## src/rtl/aes_pkg.sv

```systemverilog
// Shared AES definitions: FSM state type for the InvMixColumns engine and the
// GF(2^8) multiply helpers built from an xtime chain (reused by forward MixColumns).
package aes_pkg;

    localparam int AES_NB = 4;

    typedef enum logic [1:0] {
        ST_IDLE = 2'd0,
        ST_BUSY = 2'd1,
        ST_DONE = 2'd2
    } inv_mc_state_t;

    // Multiply by x modulo x^8+x^4+x^3+x+1.
    function automatic logic [7:0] gf_xtime(input logic [7:0] b);
        return {b[6:0], 1'b0} ^ (b[7] ? 8'h1b : 8'h00);
    endfunction

    function automatic logic [7:0] gf_mul9(input logic [7:0] b);
        logic [7:0] x2, x4, x8;
        x2 = gf_xtime(b);
        x4 = gf_xtime(x2);
        x8 = gf_xtime(x4);
        return x8 ^ b;
    endfunction

    function automatic logic [7:0] gf_mulb(input logic [7:0] b);
        logic [7:0] x2, x4, x8;
        x2 = gf_xtime(b);
        x4 = gf_xtime(x2);
        x8 = gf_xtime(x4);
        return x8 ^ x2 ^ b;
    endfunction

    function automatic logic [7:0] gf_muld(input logic [7:0] b);
        logic [7:0] x2, x4, x8;
        x2 = gf_xtime(b);
        x4 = gf_xtime(x2);
        x8 = gf_xtime(x4);
        return x8 ^ x4 ^ b;
    endfunction

    function automatic logic [7:0] gf_mule(input logic [7:0] b);
        logic [7:0] x2, x4, x8;
        x2 = gf_xtime(b);
        x4 = gf_xtime(x2);
        x8 = gf_xtime(x4);
        return x8 ^ x4 ^ x2;
    endfunction

endpackage

```

## src/rtl/aes_inv_mixcol_col.sv

```systemverilog
// Combinational InvMixColumns transform of one 32-bit column (byte 0 in the MSBs).
module aes_inv_mixcol_col
    import aes_pkg::*;
(
    input  logic [31:0] col_in,
    output logic [31:0] col_out
);

    logic [7:0] a0, a1, a2, a3;

    assign a0 = col_in[31:24];
    assign a1 = col_in[23:16];
    assign a2 = col_in[15:8];
    assign a3 = col_in[7:0];

    assign col_out[31:24] = gf_mule(a0) ^ gf_mulb(a1) ^ gf_muld(a2) ^ gf_mul9(a3);
    assign col_out[23:16] = gf_mule(a1) ^ gf_mulb(a2) ^ gf_muld(a3) ^ gf_mul9(a0);
    assign col_out[15:8]  = gf_mule(a2) ^ gf_mulb(a3) ^ gf_muld(a0) ^ gf_mul9(a1);
    assign col_out[7:0]   = gf_mule(a3) ^ gf_mulb(a0) ^ gf_muld(a1) ^ gf_mul9(a2);

endmodule

```

## src/rtl/aes_inv_mixcol_iter.sv

```systemverilog
// Iterative InvMixColumns engine: captures a state, transforms COLS_PER_CYCLE
// columns per cycle in place, then holds the result until downstream takes it.
module aes_inv_mixcol_iter
    import aes_pkg::*;
#(
    parameter int COLS_PER_CYCLE = 1
) (
    input  logic         clk,
    input  logic         rst_n,
    input  logic         in_valid,
    output logic         in_ready,
    input  logic [127:0] in_state,
    output logic         out_valid,
    input  logic         out_ready,
    output logic [127:0] out_state,
    output logic         busy,
    output logic [1:0]   state_dbg
);

    if (!(COLS_PER_CYCLE == 1 || COLS_PER_CYCLE == 2 || COLS_PER_CYCLE == 4)) begin : g_bad_cols
        $error("aes_inv_mixcol_iter: COLS_PER_CYCLE must be 1, 2 or 4");
    end

    // cnt wraps to 0 after the final group, so the last group starts at AES_NB-COLS_PER_CYCLE.
    localparam logic [1:0] LAST_CNT = 2'(AES_NB - COLS_PER_CYCLE);
    localparam logic [1:0] CNT_STEP = 2'(COLS_PER_CYCLE);

    inv_mc_state_t state;
    logic [127:0]  work;
    logic [1:0]    cnt;
    logic [1:0]    col_idx [COLS_PER_CYCLE];
    logic [31:0]   col_in  [COLS_PER_CYCLE];
    logic [31:0]   col_out [COLS_PER_CYCLE];

    for (genvar g = 0; g < COLS_PER_CYCLE; g++) begin : g_col
        assign col_idx[g] = cnt + 2'(g);
        assign col_in[g]  = work[127 - 32*int'(col_idx[g]) -: 32];

        aes_inv_mixcol_col u_col (
            .col_in  (col_in[g]),
            .col_out (col_out[g])
        );
    end

    assign out_state = work;
    assign state_dbg = state;

    // Handshake: a transfer happens only on a rising edge where valid and ready
    // are both high; in_ready/out_valid are registered, so out_ready never reaches in_ready combinationally.
    always_ff @(posedge clk or negedge rst_n) begin
        if (!rst_n) begin
            state     <= ST_IDLE;
            work      <= '0;
            cnt       <= '0;
            in_ready  <= 1'b1;
            out_valid <= 1'b0;
            busy      <= 1'b0;
        end else begin
            case (state)
                ST_IDLE: begin
                    if (in_valid) begin
                        work     <= in_state;
                        cnt      <= '0;
                        state    <= ST_BUSY;
                        in_ready <= 1'b0;
                        busy     <= 1'b1;
                    end
                end
                ST_BUSY: begin
                    for (int g = 0; g < COLS_PER_CYCLE; g++) begin
                        work[127 - 32*int'(col_idx[g]) -: 32] <= col_out[g];
                    end
                    cnt <= cnt + CNT_STEP;
                    if (cnt == LAST_CNT) begin
                        state     <= ST_DONE;
                        out_valid <= 1'b1;
                    end
                end
                ST_DONE: begin
                    if (out_ready) begin
                        state     <= ST_IDLE;
                        out_valid <= 1'b0;
                        busy      <= 1'b0;
                        in_ready  <= 1'b1;
                    end
                end
                default: begin
                    state     <= ST_IDLE;
                    in_ready  <= 1'b1;
                    out_valid <= 1'b0;
                    busy      <= 1'b0;
                end
            endcase
        end
    end

endmodule

```

## config.mk

```make
export PLATFORM = sky130hd
export DESIGN_NAME = aes_inv_mixcol_iter
export DESIGN_NICKNAME = d
export VERILOG_FILES = /design/src/rtl/aes_pkg.sv /design/src/rtl/aes_inv_mixcol_col.sv /design/src/rtl/aes_inv_mixcol_iter.sv
export SDC_FILE = /design/constraint.sdc
export NUM_CORES = 1
export LEC_CHECK = 0
export ABC_AREA = 1
export ABC_CLOCK_PERIOD_IN_PS = 4800
export CORE_ASPECT_RATIO = 1.75
export CORE_MARGIN = 4
export CORE_UTILIZATION = 40
export DETAILED_ROUTE_END_ITERATION = 16
export PLACE_DENSITY = 0.66
export SETUP_SLACK_MARGIN = 0.4
export SYNTH_ARGS = -nofsm -noshare
export SYNTH_HDL_FRONTEND = slang
export SYNTH_SLANG_ARGS = --single-unit
```

## constraint.sdc

```tcl
create_clock -name clk -period 4.8 [get_ports clk]
set_input_delay 0.48 -clock clk [delete_from_list [all_inputs] [get_ports clk]]
set_output_delay 0.48 -clock clk [all_outputs]
set_load 0.01 [all_outputs]
```

### After elaboration in Yosys (flattened, before gate mapping)

Cells that the tools add are included.

| storage, ports and cells | value |
|---|---|
| register bits after elaboration | 135 |
| latch bits | 0 |
| RAM bits | 0 |
| memory bits (read-only) | 0 |
| bits of input ports | 132 |
| output and inout port bits | 133 |
| word-level logic and storage cells | 103 |
| memories kept | 0 |

| cells by class | value |
|---|---|
| add/sub/neg operators | 3 |
| $mul | 0 |
| div/mod/pow operators | 0 |
| order comparisons | 0 |
| eq/ne operators | 6 |
| shifts and indexed selects | 3 |
| mux-type cells | 29 |
| bitwise logic cells | 50 |
| reductions and logical operators | 6 |

Operators with widths:

| cell | number |
|---|---|
| 8-bit bitwise XOR | 46 |
| 128-bit one-hot mux with 2 select lines | 1 |
| 32-bit by 33-bit variable shift with 159-bit output, first input constant | 1 |
| 159-bit by 8-bit variable part select with 32-bit output | 1 |
| 32-bit by 33-bit variable part select with 159-bit output | 1 |
| 128-bit bitwise mux | 1 |
| 128-bit 2-to-1 mux | 1 |
| 5-bit 2-to-1 mux | 12 |
| 8-bit negator with 33-bit output | 1 |
| 8-bit by 5-bit bitwise XOR with 8-bit output | 2 |
| 1-bit one-hot mux with 3 select lines | 3 |
| 3-bit AND reduction | 3 |
| 2-bit 2-to-1 mux | 4 |
| 7-bit by 7-bit subtractor with 8-bit output, first input constant | 1 |
| 2-bit inequality test, second input constant | 3 |
| 2-bit one-hot mux with 3 select lines | 1 |
| 1-bit 2-to-1 mux | 5 |
| 2-bit == test, second input constant | 2 |
| 2-bit one-hot mux with 2 select lines | 1 |
| 2-bit by 1-bit adder with 2-bit output, second input constant | 1 |
| 2-bit by 1-bit == test with 1-bit output, second input constant | 1 |
| 2-bit logical NOT | 1 |
| 1-bit inverter | 2 |
| 2-bit AND reduction | 1 |
| 2-bit nonzero test | 1 |

### Longest topological paths before layout

| depth | value |
|---|---|
| depth in word-level cells | 16 |
| mapped depth | 20 |

### Cells and area by module

Synthesis repeated with hierarchy kept, for this count alone.

| unflattened totals | value |
|---|---|
| cells, all modules | 1969 |
| area, all modules | 12061.6 µm² |

Modules (own cells, without submodules):

| module | times used | cells an instance | area each (µm²) | sequential area each (µm²) |
|---|---|---|---|---|
| aes_inv_mixcol_iter | 1 | 1341 | 8494.4 | 3379.5 |
| aes_inv_mixcol_col | 1 | 628 | 3567.2 | 0.0 |

### Least setup slack after synthesis

Ideal clock, no wire load.

| path | value |
|---|---|
| path type | register -> register |
| from | register cnt[0] |
| to | register work[63] (netlist: out_state[63]) |
| library setup time | 0.087 ns |
| arrival time | 2.291 ns |
| required time | 4.713 ns |
| path slack | 2.422 ns |
| cell stages (with the launch flop) | 11 |
| period minus slack after synthesis | 2.378 ns |
| cells stage by stage | dfrtp_1 > inv_2 > buf_2 > buf_1 > buf_1 > ha_1 > nand2_1 > nor2_1 > clkbuf_1 > nand3_1 > a22oi_1 |

| on the way | value |
|---|---|
| longest elaborated chain between the ends | 14 |
| elaborated cells between the ends (all ways) | 67 |
| those cells by class | add/sub: 2; shift: 3; mux: 14; bitwise: 48 |

RTL lines:

| item | RTL line | RTL |
|---|---|---|
| start: declaration | aes_inv_mixcol_iter.sv:30 | `logic [1:0] cnt;` |
| start signal: assignment | aes_inv_mixcol_iter.sv:73 | `cnt <= cnt + CNT_STEP;` |
| 7-bit by 7-bit subtractor with 8-bit output (*) | aes_inv_mixcol_iter.sv:37, aes_inv_mixcol_iter.sv:71 |  |
| 159-bit by 8-bit variable part select with 32-bit output | aes_inv_mixcol_iter.sv:37 | `assign col_in[g] = work[127 - 32*int'(col_idx[g]) -: 32];` |
| 8-bit bitwise XOR or 5-bit 2-to-1 mux (tied branches) | aes_pkg.sv:15 | `return {b[6:0], 1'b0} ^ (b[7] ? 8'h1b : 8'h00);` |
| 8-bit bitwise XOR (tied with other cells) | aes_pkg.sv:15 |  |
| 5-bit 2-to-1 mux (tied with other cells) | aes_pkg.sv:15 |  |
| 8-bit bitwise XOR or 8-bit by 5-bit bitwise XOR with 8-bit output (tied branches) | aes_pkg.sv:15 |  |
| 8-bit bitwise XOR, on equally long branches | aes_pkg.sv:39, aes_pkg.sv:47, aes_pkg.sv:31 |  |
| 8-bit bitwise XOR, on equally long branches | aes_pkg.sv:47, aes_pkg.sv:31 |  |
| 8-bit bitwise XOR, on equally long branches (3 in a row) | n/a |  |
| 32-bit by 33-bit variable part select with 159-bit output | aes_inv_mixcol_iter.sv:71 | `work[127 - 32*int'(col_idx[g]) -: 32] <= col_out[g];` |
| 128-bit bitwise mux (*) | aes_inv_mixcol_iter.sv:71 |  |
| 128-bit one-hot mux with 2 select lines (*) | aes_inv_mixcol_iter.sv:59 | `case (state)` |
| end signal: assignment | aes_inv_mixcol_iter.sv:62 | `work <= in_state;` |
| end signal: indexed assignment | aes_inv_mixcol_iter.sv:71 |  |
| end: declaration | aes_inv_mixcol_iter.sv:29 | `logic [127:0] work;` |

Mark *: on every way between the ends. The rest lies on a longest branch, timed or not.
A chain may end at the register's enable or synchronous reset.

### Final worst setup path

| path | value |
|---|---|
| from | register cnt[0] |
| to | register work[125] (netlist: out_state[125]) |

Same word-level chain as after synthesis.

==> flow_summary.yaml <==
clocking:
  cts_hold_buf: 1
  cts_tree: "done"
  clockBufferDepth: 2
  numCtsBuffers: 17
  path_clk_slew_ns: 0.07
  insertion_delay_ns: 0.46
  cts_setup_buffers: 0
  cts-root-buf: "clkbuf_16"
  cts_sinks: 135
  cts_resized: 0
  htree_levels: 4
worst_setup_path:
  crit-reg2reg-launch: "cnt[0]"
  crit_family: "simple AND/OR/NAND/NOR gates"
  critPathKind: "flip-flop to flip-flop"
  reg2reg_slack_ns: 1.01
  critical-path-slowest-cell: "inv_4"
  worstPathCellList: "inv_4 -> nand2_1 -> nand3_1 -> nand2_1 -> inv_2 -> nand3_1 -> nand2_2 -> nand2_1 -> nand2_1 -> nand2_1 -> nand2_1 -> nand2_1 -> nand2_1 -> nand2_1 -> nand2_1 -> nand3_1 -> a21oi_1"
  worst-path-buf-inv: 2
  end_kind: "flip-flop"
  worstSetupStartpoint: "cnt[0]"
  cp_num_cells: 17
  required_ns: 5.18
  cp.arrival_ns: 4.17
  crit_path_max_fanout: 70
  max_stage_delay_ns: 0.59
  cpMostUsedCell: "nand2_1"
  r2r_cells: 17
  startpoint_type: "flip-flop"
  r2r-end: "out_state[125]"
yosys:
  syn_area_mm2: 0.0117
  ys.flop_type: "dfrtp_1"
  syn_area_per_cell_um2: 6.25
  synth_top_area_frac: 0.287
  ys_seq_area_frac: 0.289
  postSynthCellCount: 1869
  ys_ff_latch: 135
  synth.most_common_cell: "nand2_1"
  synthArstFlopShare: 1.00
  ys_types: 33
  netlist.top_cell.by_area: "dfrtp_1"
  synth_area_leaders: "dfrtp_1 29%, nand2_1 22%, a21oi_1 11%"
  yosys-top-cells-count: "675 x nand2_1, 255 x a21oi_1, 242 x nand3_1"
  synth_edf_count: 0
  ys_warn_count: 0
  synth_nets: 2005
placement:
  port_buffers: 264
  gp_congestion: 1.04
  hpwl_um: 43200
  placed_area_mm2: 0.0146
  placed_cells: 2445
hold_path:
  hold_depth: 2
  min_to: "in_ready"
  hold_path.class: "flip-flop to flip-flop"
  holdCritStartpoint: "in_ready"
sta:
  setup_violations: 0
  skew_ns: 0.0105
  period_share: 0.790
  timing.setup.tns_ns: 0
  rsz0062_at_grt: "false"
  maxSlewViolCount: 0
  slew_headroom: 0.345
  clock.fmax_mhz: 264
  max_slew.worst_pin.slew_ns: 0.982
  whs_ns: 0.488
  min_period_ns: 3.79
  final_hold_viol_count: 0
floorplan:
  io_pins: 265
  initial_utilization: 0.406
  die_x_um: 137
  die_area_mm2: 0.0321
  rows: 82
  die_y_um: 234
  design.core.area_mm2: 0.0287
grt:
  track_usage: 0.362
  grt_pass1_vias: 14300
  grt_overflow: 0
  antenna_found_initial: 0
  grt_first_pass_wirelength_um: 86000
  grt_max_degree: 140
drt:
  num_vias: 14300
  drt_iter0_markers: 1348
  drt_wl_total_um: 58600
  wl_per_cell_um: 23.6
  drc: 0
  dr.pass1.iters: 6
  postRouteAntennaNets: 0
  vias_per_cell: 5.78
outcome:
  status: "completed"
layout:
  drive_gt1_frac: 0.0686
  fill_cells: 2899
  syn_to_final_growth_pct: 30.9
  nNetsFinal: 2223
  diodes: 0
  final_area_mm2: 0.0153
  final_cells: 2478
run:
  cap_violations: 0
worst reg2reg max path, cell delays in order, from the launching register on:
cell and delay, ns:
dfrtp_4 0.50, inv_4 0.59, nand2_1 0.14, nand3_1 0.11
nand2_1 0.44, inv_2 0.38, nand3_1 0.15, nand2_2 0.27
nand2_1 0.12, nand2_1 0.08, nand2_1 0.04, nand2_1 0.22
nand2_1 0.12, nand2_1 0.08, nand2_1 0.04, nand2_1 0.16
nand3_1 0.10, a21oi_1 0.16
final cells by class:
| type | instances | area [µm²] | area share |
|---|---|---|---|
| Multi-Input combinational cell | 1559 | 7590 | 0.497 |
| Sequential cell | 135 | 3380 | 0.222 |
| Timing Repair Buffer | 292 | 2890 | 0.189 |
| Tap cell | 378 | 473 | 0.0310 |
| Clock buffer | 19 | 453 | 0.0296 |
| Inverter | 82 | 313 | 0.0205 |
| Clock inverter | 13 | 168 | 0.0110 |
cell usage in the layout (no fill, tap or decap), types with 3 or more instances in the layout:
master,n
a21oi_1,252
a21oi_4,3
a22oi_1,5
buf_12,3
buf_4,24
bufinv_16,3
clkbuf_16,17
clkdlybuf4s50_1,263
clkinv_1,3
clkinv_4,3
dfrtp_1,132
ha_1,4
inv_1,65
inv_2,12
inv_6,3
nand2_1,675
nand2_2,36
nand2_4,5
nand3_1,242
nand3_2,7
nand3b_1,7
nand4_1,60
nor2_1,135
nor2_2,5
o21ai_0,4
or2_1,4
xnor2_1,42
xnor2_2,5
xor2_1,59
kinds of logic after synthesis:
group,after synthesis,share of synthesized area
adder cells (fa/ha/maj),4,0.00429
flip-flops,135,0.289
buffers and inverters,175,0.0641
XOR/XNOR,109,0.0889
AO/OA/AOI/OAI,268,0.117
AND/OR/NAND/NOR,1178,0.436
through the flow:
stage / util / worst slack [ns]
finish: 0.532 / 1.01
global route: 0.532 / 0.777
CTS: 0.532 / 1.11
detailed placement: 0.510 / 1.14
global placement: 0.510 / 1.13
floorplan: - / 2.42
flip-flops by register name, summed over array words and instances (netlist names):
name,cells
cnt,2
in_ready,1
busy,1
out_state,128
state_dbg,2
out_valid,1
metal layers:
metal	part of all wire	GRT usage	wire length, µm
met5	0	0	0
met4	0.069	0.225	4020
met3	0.067	0.0625	3950
met2	0.49	0.606	28600
met1	0.38	0.426	22000
worst max path at each step:
stage / end / slack [ns]
detailed placement: out_state[125] / 1.14
global placement: out_state[125] / 1.13
global route: out_state[125] / 0.78
finish: out_state[125] / 1.01
floorplan: out_state[63] / 2.42
CTS: out_state[125] / 1.11
Power is not shown: default switching activity piles up to over one toggle a cycle in this logic, so the estimate is an artifact.
